<file path="config.mk">
export PLATFORM = sky130hd
export DESIGN_NAME = spi_fnd_master
export DESIGN_NICKNAME = d
export VERILOG_FILES = /design/src/rtl/spi_fnd_master.sv
export SDC_FILE = /design/constraint.sdc
export NUM_CORES = 1
export LEC_CHECK = 0
export CORE_ASPECT_RATIO = 0.7
export CORE_MARGIN = 2
export CORE_UTILIZATION = 49
export DETAILED_ROUTE_END_ITERATION = 8
export GPL_TIMING_DRIVEN = 0
export MAX_ROUTING_LAYER = met4
export PLACE_DENSITY = 0.77
export SYNTH_ARGS = -nofsm -noshare
export SYNTH_HDL_FRONTEND = slang
export SYNTH_SLANG_ARGS = --single-unit
</file>
<file path="constraint.sdc">
create_clock -name clk -period 7.12 [get_ports clk]
set_input_delay 1.424 -clock clk [delete_from_list [all_inputs] [get_ports clk]]
set_output_delay 1.424 -clock clk [all_outputs]
set_load 0.005 [all_outputs]
</file>
<file path="src/rtl/spi_fnd_master.sv">
// SPI master (CPOL=0, CPHA=0, MSB first) that ships a 0..9999 display value
// to the FND slave board as two bytes, hi = value/100 then lo = value%100,
// inside a single SS_N frame.
//
// state     | meaning
// ----------+--------------------------------------------------------------
// S_IDLE    | SS_N high, waiting for start; a second cycle loads the pins
// S_LEAD    | SS_N low, SCLK low, first bit set up on MOSI
// S_SCLK_HI | SCLK high, slave samples MOSI on the rising edge
// S_SCLK_LO | SCLK low, next bit placed on MOSI on entry
// S_TRAIL   | SCLK low hold after the last bit, then release SS_N

module spi_fnd_master #(
    parameter int CLK_DIV = 50
) (
    input  logic        clk,
    input  logic        reset,
    input  logic        start,
    input  logic [13:0] value,
    input  logic        i_MISO,
    output logic        o_SCLK,
    output logic        o_MOSI,
    output logic        o_SS_N,
    output logic        busy,
    output logic        done
);

    localparam int DW = (CLK_DIV > 1) ? $clog2(CLK_DIV) : 1;

    localparam logic [2:0] S_IDLE    = 3'd0;
    localparam logic [2:0] S_LEAD    = 3'd1;
    localparam logic [2:0] S_SCLK_HI = 3'd2;
    localparam logic [2:0] S_SCLK_LO = 3'd3;
    localparam logic [2:0] S_TRAIL   = 3'd4;

    logic [2:0]    state;
    logic [DW-1:0] div_cnt;
    logic [3:0]    bit_cnt;
    logic [15:0]   shreg;
    logic          accepted;
    logic          div_last;

    logic [13:0]   v_sat;
    logic [7:0]    hi_byte;
    logic [7:0]    lo_byte;

    // The link is one-way; MISO is kept on the port only for board compatibility.
    logic          miso_unused;
    assign miso_unused = i_MISO;

    // Saturate to the displayable range and split into the two decimal bytes.
    always_comb begin
        v_sat   = (value > 14'd9999) ? 14'd9999 : value;
        hi_byte = 8'(v_sat / 14'd100);
        lo_byte = 8'(v_sat % 14'd100);
    end

    assign div_last = (div_cnt == DW'(CLK_DIV - 1));

    // Frame sequencer: every non-idle state lasts CLK_DIV clocks.
    always_ff @(posedge clk) begin
        if (!reset) begin
            state    <= S_IDLE;
            div_cnt  <= '0;
            bit_cnt  <= '0;
            shreg    <= '0;
            accepted <= 1'b0;
            o_SCLK   <= 1'b0;
            o_MOSI   <= 1'b0;
            o_SS_N   <= 1'b1;
            busy     <= 1'b0;
            done     <= 1'b0;
        end else begin
            done <= 1'b0;
            case (state)
                S_IDLE: begin
                    div_cnt <= '0;
                    bit_cnt <= '0;
                    // Accept latches the word; the pins follow one clock later.
                    if (accepted) begin
                        accepted <= 1'b0;
                        o_SS_N   <= 1'b0;
                        o_MOSI   <= shreg[15];
                        busy     <= 1'b1;
                        state    <= S_LEAD;
                    end else if (start) begin
                        shreg    <= {hi_byte, lo_byte};
                        accepted <= 1'b1;
                    end
                end
                S_LEAD: begin
                    if (div_last) begin
                        div_cnt <= '0;
                        o_SCLK  <= 1'b1;
                        state   <= S_SCLK_HI;
                    end else begin
                        div_cnt <= div_cnt + DW'(1);
                    end
                end
                S_SCLK_HI: begin
                    if (div_last) begin
                        div_cnt <= '0;
                        o_SCLK  <= 1'b0;
                        if (bit_cnt == 4'd15) begin
                            state <= S_TRAIL;
                        end else begin
                            shreg   <= {shreg[14:0], 1'b0};
                            o_MOSI  <= shreg[14];
                            bit_cnt <= bit_cnt + 4'd1;
                            state   <= S_SCLK_LO;
                        end
                    end else begin
                        div_cnt <= div_cnt + DW'(1);
                    end
                end
                S_SCLK_LO: begin
                    if (div_last) begin
                        div_cnt <= '0;
                        o_SCLK  <= 1'b1;
                        state   <= S_SCLK_HI;
                    end else begin
                        div_cnt <= div_cnt + DW'(1);
                    end
                end
                S_TRAIL: begin
                    if (div_last) begin
                        div_cnt <= '0;
                        o_SS_N  <= 1'b1;
                        o_MOSI  <= 1'b0;
                        busy    <= 1'b0;
                        done    <= 1'b1;
                        state   <= S_IDLE;
                    end else begin
                        div_cnt <= div_cnt + DW'(1);
                    end
                end
                default: begin
                    state <= S_IDLE;
                end
            endcase
        end
    end

endmodule

</file>
==> results.tsv, run 1 <==
stage	metric	value	unit
final_layout	area of all placed cells without fillers	3710	sq um
placement	placer's final routability congestion estimate	0.974	
sta	total count of max-transition violations in the final report	0	
clock_network	Root Driver	sky130_fd_sc_hd__clkbuf_8	
drt	total iterations of the first detailed-routing run	4	
pwr	power density over the cells	245	nW/um^2
sta	least setup slack across all paths after layout	235	ps
min_path	number of cells traversed by the worst hold path	2	
synthesis	Synth Flop Type	sky130_fd_sc_hd__dfxtp_1	
floorplanning	DIE HEIGHT	72.2	um
grt	overall routing resource usage	24.9	%
placement	number of I/O port buffers	17	
worst_setup_path	FF-to-FF End	shreg[2]	
synthesis	mapped cell area	3260	sq um
floorplanning	effective utilization at floorplan	51.4	%
drt	number of design-rule violations left by the first detailed-router iteration	298	
worst_setup_path	slowest stage delay, CP	660	ps
grt	vias in the first global route	3112	
pwr	Int Power	519	uW
grt	Congestion Overflow GR	0	
synthesis	combinational family with the most area after synthesis	compound AO/OA/AOI/OAI gates	
placement	instance area after placement	3540	sq um
sta	final cycle utilization of the critical path	96.7	%
grt	antenna violations before repair	0	
sta	fmax	145	MHz
synthesis	synthesized netlist net count	457	
clock_network	clock latency at the later pin of the worst-skew pair	280	ps
floorplanning	I/O pins	23	
drt	Final Routed Wirelength	8800	um
floorplanning	total die area	7330	sq um
clock_network	number of H-tree levels	2	
worst_setup_path	worst-case reg-to-reg path depth	10	
worst_setup_path	worst-case register-to-register setup slack	4220	ps
placement	placed wire-length estimate	6580	um
pwr	part of the power in the clock network	17.4	%
synthesis	Avg Inst Size Synth	7.50	sq um
sta	final setup skew	4.56	ps
clock_network	clock tree from TritonCTS	yes	
synthesis	top post-synthesis cells by area	sky130_fd_sc_hd__dfxtp_1 22%, sky130_fd_sc_hd__a21oi_1 5.8%, sky130_fd_sc_hd__nand2_1 5.4%, sky130_fd_sc_hd__nor2_1 5.4%, sky130_fd_sc_hd__o211ai_1 3.5%	
drt	count of vias placed by the detailed router	3500	
synthesis	Synth top area share	21.5	%
outcome	result of the run	finished, final reports clean	
synthesis	gate count of the mapped netlist	434	
grt	first-pass GRT wire length	14500	um
sta	Min Clock Period, post-route	6890	ps
floorplanning	standard cell core area	6340	sq um
synthesis	number of enable-type register cells in the synthesized netlist	0	
pwr	Seq pwr share	25.7	%
synthesis	xor/xnor share of the synthesized area	2.65	%
synthesis	sequential area share after synthesis	21.5	%
pwr	Switching Power	392	uW
sta	worst-margin pin slew	764	ps
flow_run	number of violations of the max-capacitance limit	0	
synthesis	fraction of synthesized area in multiplexers	2.88	%
worst_setup_path	critical path data required time	7340	ps
clock_network	register clock-pin slew on the reported worst setup and hold paths	70	ps
pwr	static leakage	1.32	nW
drt	post-detailed-route via-to-cell ratio	6.29	
synthesis	async set or reset register ratio after synthesis	0	%
floorplanning	DIE WIDTH	101	um
final_layout	net count of the finished layout	487	
final_layout	ANT cells	0	
min_path	end of the worst hold path	shreg[15]	
worst_setup_path	ordered cell list for the critical path	clkdlybuf4s50_1 > buf_6 > nand4_2 > and2_4 > nand2_2 > a22oi_1 > a32oi_2 > a22oi_1 > o21bai_4 > xnor2_1 > a21oi_2 > o211ai_1 > a31o_1 > o21ai_4 > a21oi_4 > xor2_2 > ha_1 > nor2_1 > o211ai_1 > o22a_1 > nand3_1 > nor2_1 > or4b_1 > a21oi_1	
synthesis	number of unique standard cell types used by synthesis	94	
synthesis	adder-cell area share of the yosys netlist	2.27	%
clock_network	deepest clock path buffer count	2	
synthesis	simple-gate share of the synthesized area	31.3	%
floorplanning	number of placement rows	24	
worst_setup_path	slowest cell on the critical path	sky130_fd_sc_hd__clkdlybuf4s50_1	
synthesis	compound-cell area share of the yosys netlist	34.3	%
pwr	net switching share of the total power	43.0	%
worst_setup_path	Reg2Reg Launch Point	state[0]	
worst_setup_path	category of the worst setup path capture point	flop	
pwr	combinational power share	56.8	%
synthesis	most area-hungry cell type in the Yosys netlist	sky130_fd_sc_hd__dfxtp_1	
drt	remaining routing DRC violations	0	
worst_setup_path	maximum net fanout on the critical path	10	
synthesis	number of synthesis warnings	0	
clock_network	number of buffers added by the clock tree synthesis step	5	
final_layout	signed area change from the synthesized netlist to the final layout	13.9	%
clock_network	number of clock sinks	35	
worst_setup_path	WP data arrival	7100	ps
sta	worst max-slew margin expressed relative to the limit	48.9	%
sta	Hold Vio Cnt, Final	0	
grt	pin count of the biggest net entering global routing	11	
worst_setup_path	Worst setup SP type	primary input	
pwr	Max rail drop VDD	0.0944	mV
final_layout	fraction of final layout cells sized beyond drive strength 1	12.0	%
placement	setup slack after placement	-176	ps
drt	wire per inst	15.8	um
drt	residual antenna-violating net count after detailed routing	0	
worst_setup_path	critical setup path kind	primary input to flop	
min_path	Tightest Hold Check Type	flop to flop	
min_path	hold path startpoint	shreg[15]	
synthesis	Yosys reg bits	35	
sta	Setup-failing EPs final	0	
[cell usage after synthesis, types with 7 or more instances]
master	count
sky130_fd_sc_hd__nand2_1	47
sky130_fd_sc_hd__nor2_1	47
sky130_fd_sc_hd__a21oi_1	38
sky130_fd_sc_hd__dfxtp_1	35
sky130_fd_sc_hd__nand3_1	19
sky130_fd_sc_hd__o211ai_1	15
sky130_fd_sc_hd__clkbuf_1	14
sky130_fd_sc_hd__inv_1	11
sky130_fd_sc_hd__nor3_1	11
sky130_fd_sc_hd__and3_1	10
sky130_fd_sc_hd__nand4_1	10
sky130_fd_sc_hd__o21ai_0	9
sky130_fd_sc_hd__o21ai_1	8
sky130_fd_sc_hd__and2_1	7
sky130_fd_sc_hd__o22ai_1	7
[how the worst max path moves through the flow]
| stage | startpoint | to | slack [ps] | cells after the start |
|---|---|---|---|---|
| floorplan | value[12] | shreg[7] | 1130 | 23 |
| global placement | value[8] | shreg[7] | -30 | 24 |
| detailed placement | value[8] | shreg[7] | -180 | 24 |
| CTS | value[8] | shreg[7] | 90 | 24 |
| global route | value[13] | shreg[7] | -50 | 24 |
| finish | value[13] | shreg[7] | 230 | 24 |
[state kept, by name, indices dropped and copies added, names as in the netlist]
signal    cells
busy          1
o_SS_N        1
shreg        16
div_cnt       6
bit_cnt       4
done          1
o_MOSI        1
accepted      1
state         3
o_SCLK        1
[critical path, delay by kind of cell]
kind / cells / cell delay [ps]
adders and majority gates: 1 / 270
and+or+nand+nor: 7 / 1420
xor gates and xnor gates: 2 / 570
buffers and inverters: 2 / 860
AOI/OAI and AO/OA: 12 / 2580
[layer usage]
layer,track usage (%),vias up,share of wire (%)
li1,-,1700,-
met1,35.7,1646,49
met2,36.9,145,44
met3,3.56,9,6.7
met4,6.16,0,0.75
met5,-,-,0
[placed cells by master (no fill, tap or decap), drive strengths merged, types with 4 or more instances in the layout]
master / synthesis / layout
ha: 5 / 5
nand4: 11 / 11
o211ai: 16 / 16
nand3: 20 / 20
a21oi: 43 / 43
xnor2: 4 / 4
and2: 10 / 10
or3: 6 / 6
a21o: 4 / 4
xor2: 5 / 5
clkbuf: 14 / 22
nand2: 48 / 48
o22ai: 7 / 7
nand2b: 4 / 4
and3: 11 / 11
dfxtp: 35 / 35
a22oi: 6 / 6
o21ai: 20 / 20
inv: 11 / 11
a31oi: 5 / 5
nor2b: 5 / 5
nor2: 49 / 49
buf: 8 / 14
mux2i: 7 / 7
a211oi: 5 / 5
or2: 6 / 6
nor3: 11 / 11
clkdlybuf4s50: 0 / 17
[power groups by stage]
stage	logic, mW	clock network, mW	registers [mW]
after global placement	0.468	0	0.238
after detailed placement	0.485	0	0.238
final	0.518	0.159	0.234
after floorplan	0.382	0	0.235
after CTS	0.486	0.161	0.234
after global routing	0.564	0.170	0.237
[through the flow]
stage	utilization, %	setup TNS [ps]	instances	hold slack (ps)	total power, mW
6_report	58.6	0	556	457	0.911
4_1_cts	57.5	0	550	455	0.881
2_1_floorplan	-	0	434	432	0.616
5_1_grt	58.6	-54.6	556	478	0.972
3_3_place_gp	55.9	-31.6	542	441	0.705
3_5_place_dp	55.9	-445	542	445	0.723
[kinds of logic (layout without fill, tap and decap cells)]
logic type,count (synthesis),count (layout)
AOI/OAI and AO/OA,147,147
DFF,35,35
and+or+nand+nor,196,196
muxes,8,8
xor gates and xnor gates,9,9
buffers and inverters,33,64
adders and majority gates,6,6
[timing repair]
item / in CTS / in global routing
gates resized for setup: 0 / 6
hold buffers: 0 / 0
setup buffers: 0 / 6
hold endpoints to repair: 0 / 0
setup endpoints to repair: 0 / 6
[area by class of cell]
class                      instances  area, sq um
buffer                            22          121
clock buffer                       8          100
fill                             578         2630
tap                               91          114
inverter                          11         41.3
timing repair buffer              23          215
sequential                        35          701
multi-input combinational        366         2420
No activity file was read; power rests on OpenSTA's default activity.
==> run 2, diff against run 1 <==
CTS_CLUSTER_DIAMETER = 80   (was default)
SLEW_MARGIN = 15   (was default)
==> results of run 2 <==
Same layout as run 1: the final DEF is identical, and so are final timing and power.
==> run 3, diff against run 2 <==
CTS_CLUSTER_DIAMETER = 150   (was 80)
PLACE_DENSITY = 0.69   (was 0.77)
clock period = 6.8 ns   (was 7.12 ns; I/O delays follow)
==> run 3 against run 2 <==
Net effect: die area stayed put; clock skew increased by 5.3 ps; non-clock buffer count is 8 higher; sequential share of layout area decreased by 0.80 points; flip-flop and latch count unchanged; combinational power rose by 11%; total power rose by 6.6%; cell area increased by 4.5%; setup slack got worse by 47 ps; critical path depth is the same; global-route usage decreased by 0.40 points; critical path type unchanged; highest routed layer unchanged.
==> results.tsv, run 3 (synthesized netlist as in run 1, its figures left out) <==
stage	metric	value	unit	change
placement	placer's final routability congestion estimate	0.929		-4.6%
floorplanning	total die area	7330	sq um	unchanged
final_layout	register containing the most flip-flops in the final layout	shreg		
clock_network	deepest clock path buffer count	2		unchanged
min_path	end of the worst hold path	shreg[0]		
worst_setup_path	critical path data required time	7020	ps	-320 ps
final_layout	final core occ	61.2	%	+2.6 points
drt	count of vias placed by the detailed router	3483		-0.49%
clock_network	number of buffers added by the clock tree synthesis step	5		unchanged
floorplanning	I/O pins	23		unchanged
sta	least setup slack across all paths after layout	187	ps	-47.4 ps
drt	post-detailed-route via-to-cell ratio	6.19		-1.7%
sta	final setup skew	9.86	ps	+5.30 ps
grt	overall routing resource usage	24.5	%	-0.40 points
min_path	Tightest Hold Check Type	flop to flop		
final_layout	fraction of final layout cells sized beyond drive strength 1	15.7	%	+3.6 points
pwr	combinational power share	59.0	%	+2.2 points
final_layout	net count of the finished layout	495		+1.6%
grt	antenna violations before repair	0		unchanged
worst_setup_path	Reg2Reg Launch Point	state[0]		
final_layout	ANT cells	0		unchanged
sta	worst-margin pin slew	667	ps	-96.4 ps
placement	setup slack after placement	-348	ps	-172 ps
grt	first-pass GRT wire length	14300	um	-1.7%
outcome	result of the run	finished, final reports clean		
floorplanning	effective utilization at floorplan	51.4	%	unchanged
drt	residual antenna-violating net count after detailed routing	0		unchanged
pwr	static leakage	1.38	nW	+4.5%
pwr	Int Power	549	uW	+5.8%
clock_network	Root Driver	sky130_fd_sc_hd__clkbuf_8		
drt	wire per inst	15.8	um	-0.38%
floorplanning	number of placement rows	24		unchanged
pwr	Max rail drop VDD	0.0888	mV	-5.9%
clock_network	Post-CTS Hold Fix Bufs	0		unchanged
floorplanning	DIE WIDTH	101	um	unchanged
worst_setup_path	FF-to-FF End	shreg[2]		
worst_setup_path	WP data arrival	6830	ps	-270 ps
clock_network	number of H-tree levels	2		unchanged
worst_setup_path	worst-case reg-to-reg path depth	10		unchanged
pwr	power density over the cells	250	nW/um^2	+2.0%
clock_network	clock tree from TritonCTS	yes		
clock_network	number of clock sinks	35		unchanged
final_layout	commonest non-fill, non-tap cell in the layout	sky130_fd_sc_hd__nor2_1		
grt	pin count of the biggest net entering global routing	11		unchanged
pwr	Seq pwr share	25.3	%	-0.4 points
final_layout	most used cells in the layout excluding fill and tap cells	47 x sky130_fd_sc_hd__nor2_1, 46 x sky130_fd_sc_hd__nand2_1, 36 x sky130_fd_sc_hd__a21oi_1, 35 x sky130_fd_sc_hd__dfxtp_1, 19 x sky130_fd_sc_hd__nand3_1		
sta	Setup-failing EPs final	0		unchanged
worst_setup_path	category of the worst setup path capture point	flop		
min_path	hold path startpoint	shreg[0]		
sta	fmax	151	MHz	
worst_setup_path	worst-case register-to-register setup slack	3900	ps	-320 ps
placement	placed wire-length estimate	6380	um	-3.1%
pwr	part of the power in the clock network	15.7	%	-1.7 points
drt	Final Routed Wirelength	8880	um	+0.87%
sta	final cycle utilization of the critical path	97.2	%	
clock_network	register clock-pin slew on the reported worst setup and hold paths	70	ps	about the same
clock_network	clock latency at the later pin of the worst-skew pair	290	ps	about the same
pwr	net switching share of the total power	43.4	%	+0.42 points
floorplanning	standard cell core area	6340	sq um	unchanged
final_layout	signed area change from the synthesized netlist to the final layout	19.0	%	
final_layout	Largest register FFs	16		unchanged
sta	worst max-slew margin expressed relative to the limit	55.3	%	+6.4 points
min_path	number of cells traversed by the worst hold path	2		unchanged
pwr	Switching Power	421	uW	+7.6%
placement	number of I/O port buffers	17		unchanged
flow_run	number of violations of the max-capacitance limit	0		unchanged
grt	Congestion Overflow GR	0		unchanged
drt	number of design-rule violations left by the first detailed-router iteration	311		+4.4%
pwr	total design power	971	uW	+6.6%
sta	total count of max-transition violations in the final report	0		unchanged
sta	Hold Vio Cnt, Final	0		unchanged
drt	total iterations of the first detailed-routing run	5		+1
worst_setup_path	critical setup path kind	primary input to flop		
drt	remaining routing DRC violations	0		unchanged
final_layout	biggest regs	shreg x16, div_cnt x6, bit_cnt x4		
worst_setup_path	Worst setup SP type	primary input		
worst_setup_path	maximum net fanout on the critical path	7		-3
grt	vias in the first global route	3012		-3.2%
sta	Min Clock Period, post-route	6610	ps	
floorplanning	DIE HEIGHT	72.2	um	unchanged
-- run 3: cell count changes in the layout (fill, tap and decap cells not counted), sizes merged --
cell,change
buf,+7
clkinv,+1
dlymetal6s2s,+1
clkbuf,-1
clkdlybuf4s50,-1
-- run 3: cell type report --
| class | count | area [sq um] |
|---|---|---|
| multi-input combinational | 366 | 2530 |
| tap | 91 | 114 |
| fill | 561 | 2460 |
| timing repair buffer | 31 | 278 |
| sequential | 35 | 701 |
| clock buffer | 6 | 82.6 |
| inverter | 11 | 41.3 |
| clock inverter | 1 | 5.00 |
| buffer | 22 | 124 |
-- run 3: routing by layer --
metal	track usage (%)	wire length (um)	vias up	share of wire (%)
met4	6.16	115	0	1.3
li1	-	-	1706	-
met3	3.28	565	15	6.4
met2	33.7	3700	134	42
met1	37.3	4500	1628	51
met5	-	0	-	0
-- run 3: worst max-delay path by stage --
stage	from	to	slack, ps	cells after the start
3_3_place_gp	value[8]	shreg[7]	-310	24
4_1_cts	value[13]	shreg[7]	10	24
6_report	value[4]	shreg[7]	190	24
5_1_grt	value[4]	shreg[7]	-230	24
2_1_floorplan	value[12]	shreg[7]	870	23
3_5_place_dp	value[8]	shreg[7]	-350	24
-- run 3: power by group through the flow --
| stage | Sequential (mW) | Combinational, mW | Clock [mW] |
|---|---|---|---|
| after floorplan | 0.246 | 0.399 | 0 |
| after global placement | 0.248 | 0.494 | 0 |
| after detailed placement | 0.249 | 0.500 | 0 |
| after CTS | 0.245 | 0.505 | 0.155 |
| after global routing | 0.249 | 0.626 | 0.165 |
| final | 0.245 | 0.573 | 0.152 |
-- run 3: metrics by stage --
stage / setup TNS [ps] / hold slack (ps) / instances / area (sq um)
floorplan: 0 / 432 / 434 / 3260
global placement: -1220 / 446 / 542 / 3540
detailed placement: -1570 / 453 / 542 / 3540
CTS: 0 / 462 / 552 / 3650
global route: -847 / 483 / 563 / 3880
finish: 0 / 459 / 563 / 3880
-- run 3: worst max-delay path, stage by stage --
cell,delay (ps)
sky130_fd_sc_hd__clkdlybuf4s50_1,460
sky130_fd_sc_hd__or4_1,530
sky130_fd_sc_hd__nor4_1,400
sky130_fd_sc_hd__nand4_1,150
sky130_fd_sc_hd__a2111oi_0,330
sky130_fd_sc_hd__o21ai_0,140
sky130_fd_sc_hd__o211ai_1,170
sky130_fd_sc_hd__mux2i_4,120
sky130_fd_sc_hd__buf_4,170
sky130_fd_sc_hd__a21oi_2,190
sky130_fd_sc_hd__o211ai_2,220
sky130_fd_sc_hd__o21ai_1,240
sky130_fd_sc_hd__o2111ai_2,200
sky130_fd_sc_hd__o21ai_4,340
sky130_fd_sc_hd__a21oi_4,120
sky130_fd_sc_hd__xor2_4,210
sky130_fd_sc_hd__ha_1,240
sky130_fd_sc_hd__nor2_1,80
sky130_fd_sc_hd__o211ai_1,130
sky130_fd_sc_hd__o22a_1,150
sky130_fd_sc_hd__nand3_1,110
sky130_fd_sc_hd__nor2_1,140
sky130_fd_sc_hd__or4b_1,460
sky130_fd_sc_hd__a21oi_1,140
-- run 3: timing repair --
| action | 4_1_cts | 5_1_grt |
|---|---|---|
| setup endpoints to repair | 4 | 6 |
| pin swaps | 1 | 8 |
| setup buffers | 3 | 11 |
| resized for setup | 0 | 25 |
==> RTL change (settings of run 2) <==
Change the parameter `CLK_DIV` from 50 to 100.
--- a/src/rtl/spi_fnd_master.sv
+++ b/src/rtl/spi_fnd_master.sv
@@ -12,5 +12,5 @@
 
 module spi_fnd_master #(
-    parameter int CLK_DIV = 50
+    parameter int CLK_DIV = 100
 ) (
     input  logic        clk,
Behaviour: same outputs for any inputs over 10 cycles, from zero or initial values and one cycle with reset low; that may be too few to reach the edited logic, so the function may still have changed.
==> RTL change against run 2 <==
- design area is 8.4% higher
- sequential cell count up 1
- setup slack gained 0.023 ns
- synthesized area rose by 5.0%
- first-iteration DRC count rose by 50%
- total power grew 10%
- wire length grew 12%
==> RTL change: results (changes against run 2) <==
INFO  metric synth-compound-area-share = 34.0% (was 34.3%)
INFO  metric power.clock.total = 183 uW (was 159 uW)
INFO  metric layout.nets = 523 (was 487)
INFO  metric synth-adder-area-share = 2.71% (was 2.27%)
INFO  metric first_global_vias = 3243 (was 3112)
INFO  metric setup.worst_path.end = shreg[5] (was shreg[7])
INFO  metric final_hold_slack = 0.458 ns (was 0.457 ns)
INFO  metric setup.worst_path.start = value[9] (was value[13])
INFO  metric clock_power_share = 18.2% (was 17.4%)
INFO  metric ys_seq_area_share = 21.1% (was 21.5%)
INFO  metric min_period_over_period = 96.4% (was 96.7%)
INFO  metric detailed_place_hpwl = 7050 um (was 6580 um)
INFO  metric detail_route.vias_per_cell = 6.44 (was 6.29)
INFO  metric track_usage = 25.4% (was 24.9%)
INFO  metric worst_clock_skew = 0.0117 ns (was 0.00456 ns)
INFO  metric outcome = complete, no violations (unchanged)
INFO  metric groute.layer.met3.usage = 4.35% (was 3.56%)
INFO  metric rr_endpoint = shreg[14] (was shreg[2])
INFO  metric synth_common_cells = sky130_fd_sc_hd__nor2_1 (52), sky130_fd_sc_hd__nand2_1 (51), sky130_fd_sc_hd__dfxtp_1 (36), sky130_fd_sc_hd__a21oi_1 (33), sky130_fd_sc_hd__o21ai_0 (21) (was sky130_fd_sc_hd__nand2_1 (47), sky130_fd_sc_hd__nor2_1 (47), sky130_fd_sc_hd__a21oi_1 (38), sky130_fd_sc_hd__dfxtp_1 (35), sky130_fd_sc_hd__nand3_1 (19))
INFO  metric synthDistinctLibCells = 87 (was 94)
INFO  metric tightestPinTransition = 0.596 ns (was 0.764 ns)
INFO  metric insertion_delay = 0.30 ns (was 0.28 ns)
INFO  metric cpPeakStageDelay = 0.54 ns (was 0.66 ns)
INFO  metric synth_area_leaders = sky130_fd_sc_hd__dfxtp_1 (21%), sky130_fd_sc_hd__nor2_1 (5.7%), sky130_fd_sc_hd__nand2_1 (5.6%) (was sky130_fd_sc_hd__dfxtp_1 (22%), sky130_fd_sc_hd__a21oi_1 (5.8%), sky130_fd_sc_hd__nand2_1 (5.4%))
INFO  metric power_frac_comb = 58.3% (was 56.8%)
INFO  metric io_buffer_count = 18 (was 17)
INFO  metric rrSetupSlack = 4.37 ns (was 4.22 ns)
INFO  metric peakVddDrop = 0.000101 V (was 0.0000944 V)
INFO  metric nFillCells = 637 (was 578)
INFO  metric worst_hold_startpoint = shreg[0] (was shreg[15])
INFO  metric drt_first_iter_violations = 448 (was 298)
INFO  metric first_pass_grt_wire_length = 15700 um (was 14500 um)
INFO  metric p_int = 566 uW (was 519 uW)
INFO  metric grt_util_met1 = 37.7% (was 35.7%)
INFO  metric route.vias.total = 3838 (was 3500)
INFO  metric drt_pass1_iterations = 5 (was 4)
INFO  metric dpl-instance-area = 0.00372 mm^2 (was 0.00354 mm^2)
INFO  metric dpl_worst_slack = -0.435 ns (was -0.176 ns)
## RTL change: changes by cell type in the layout (fill, tap and decap cells not counted), sizes merged, moves of 4 or more
cell and delta:
nor3 +9, xnor2 +5, a21oi -8, nand4 -5, o21ai +10, a31oi +4
o31ai +6, nand2 +5, and3 -4, dlymetal6s2s +4, o22ai -4
## RTL change: worst min-delay path, cell delays in order, from the launching register on
cell	delay (ns)
sky130_fd_sc_hd__dfxtp_1	0.31
sky130_fd_sc_hd__nand2_1	0.05
sky130_fd_sc_hd__a21oi_1	0.05
## RTL change: layout make-up
class                      count  area, um^2  area share (%)
buffer                        24         119            2.95
clock buffer                   5        68.8            1.71
clock inverter                 3        42.5            1.06
inverter                      12        45.0            1.12
multi-input combinational    397        2670            66.3
sequential                    36         721            17.9
tap                           94         118            2.92
timing repair buffer          25         243            6.03
## RTL change: repair_timing
item                       CTS  global route
setup endpoints to repair    2             6
gates cloned                 0             0
pin swaps                    0             5
setup buffers                0             7
hold endpoints to repair     0             0
gates resized for setup      3            27
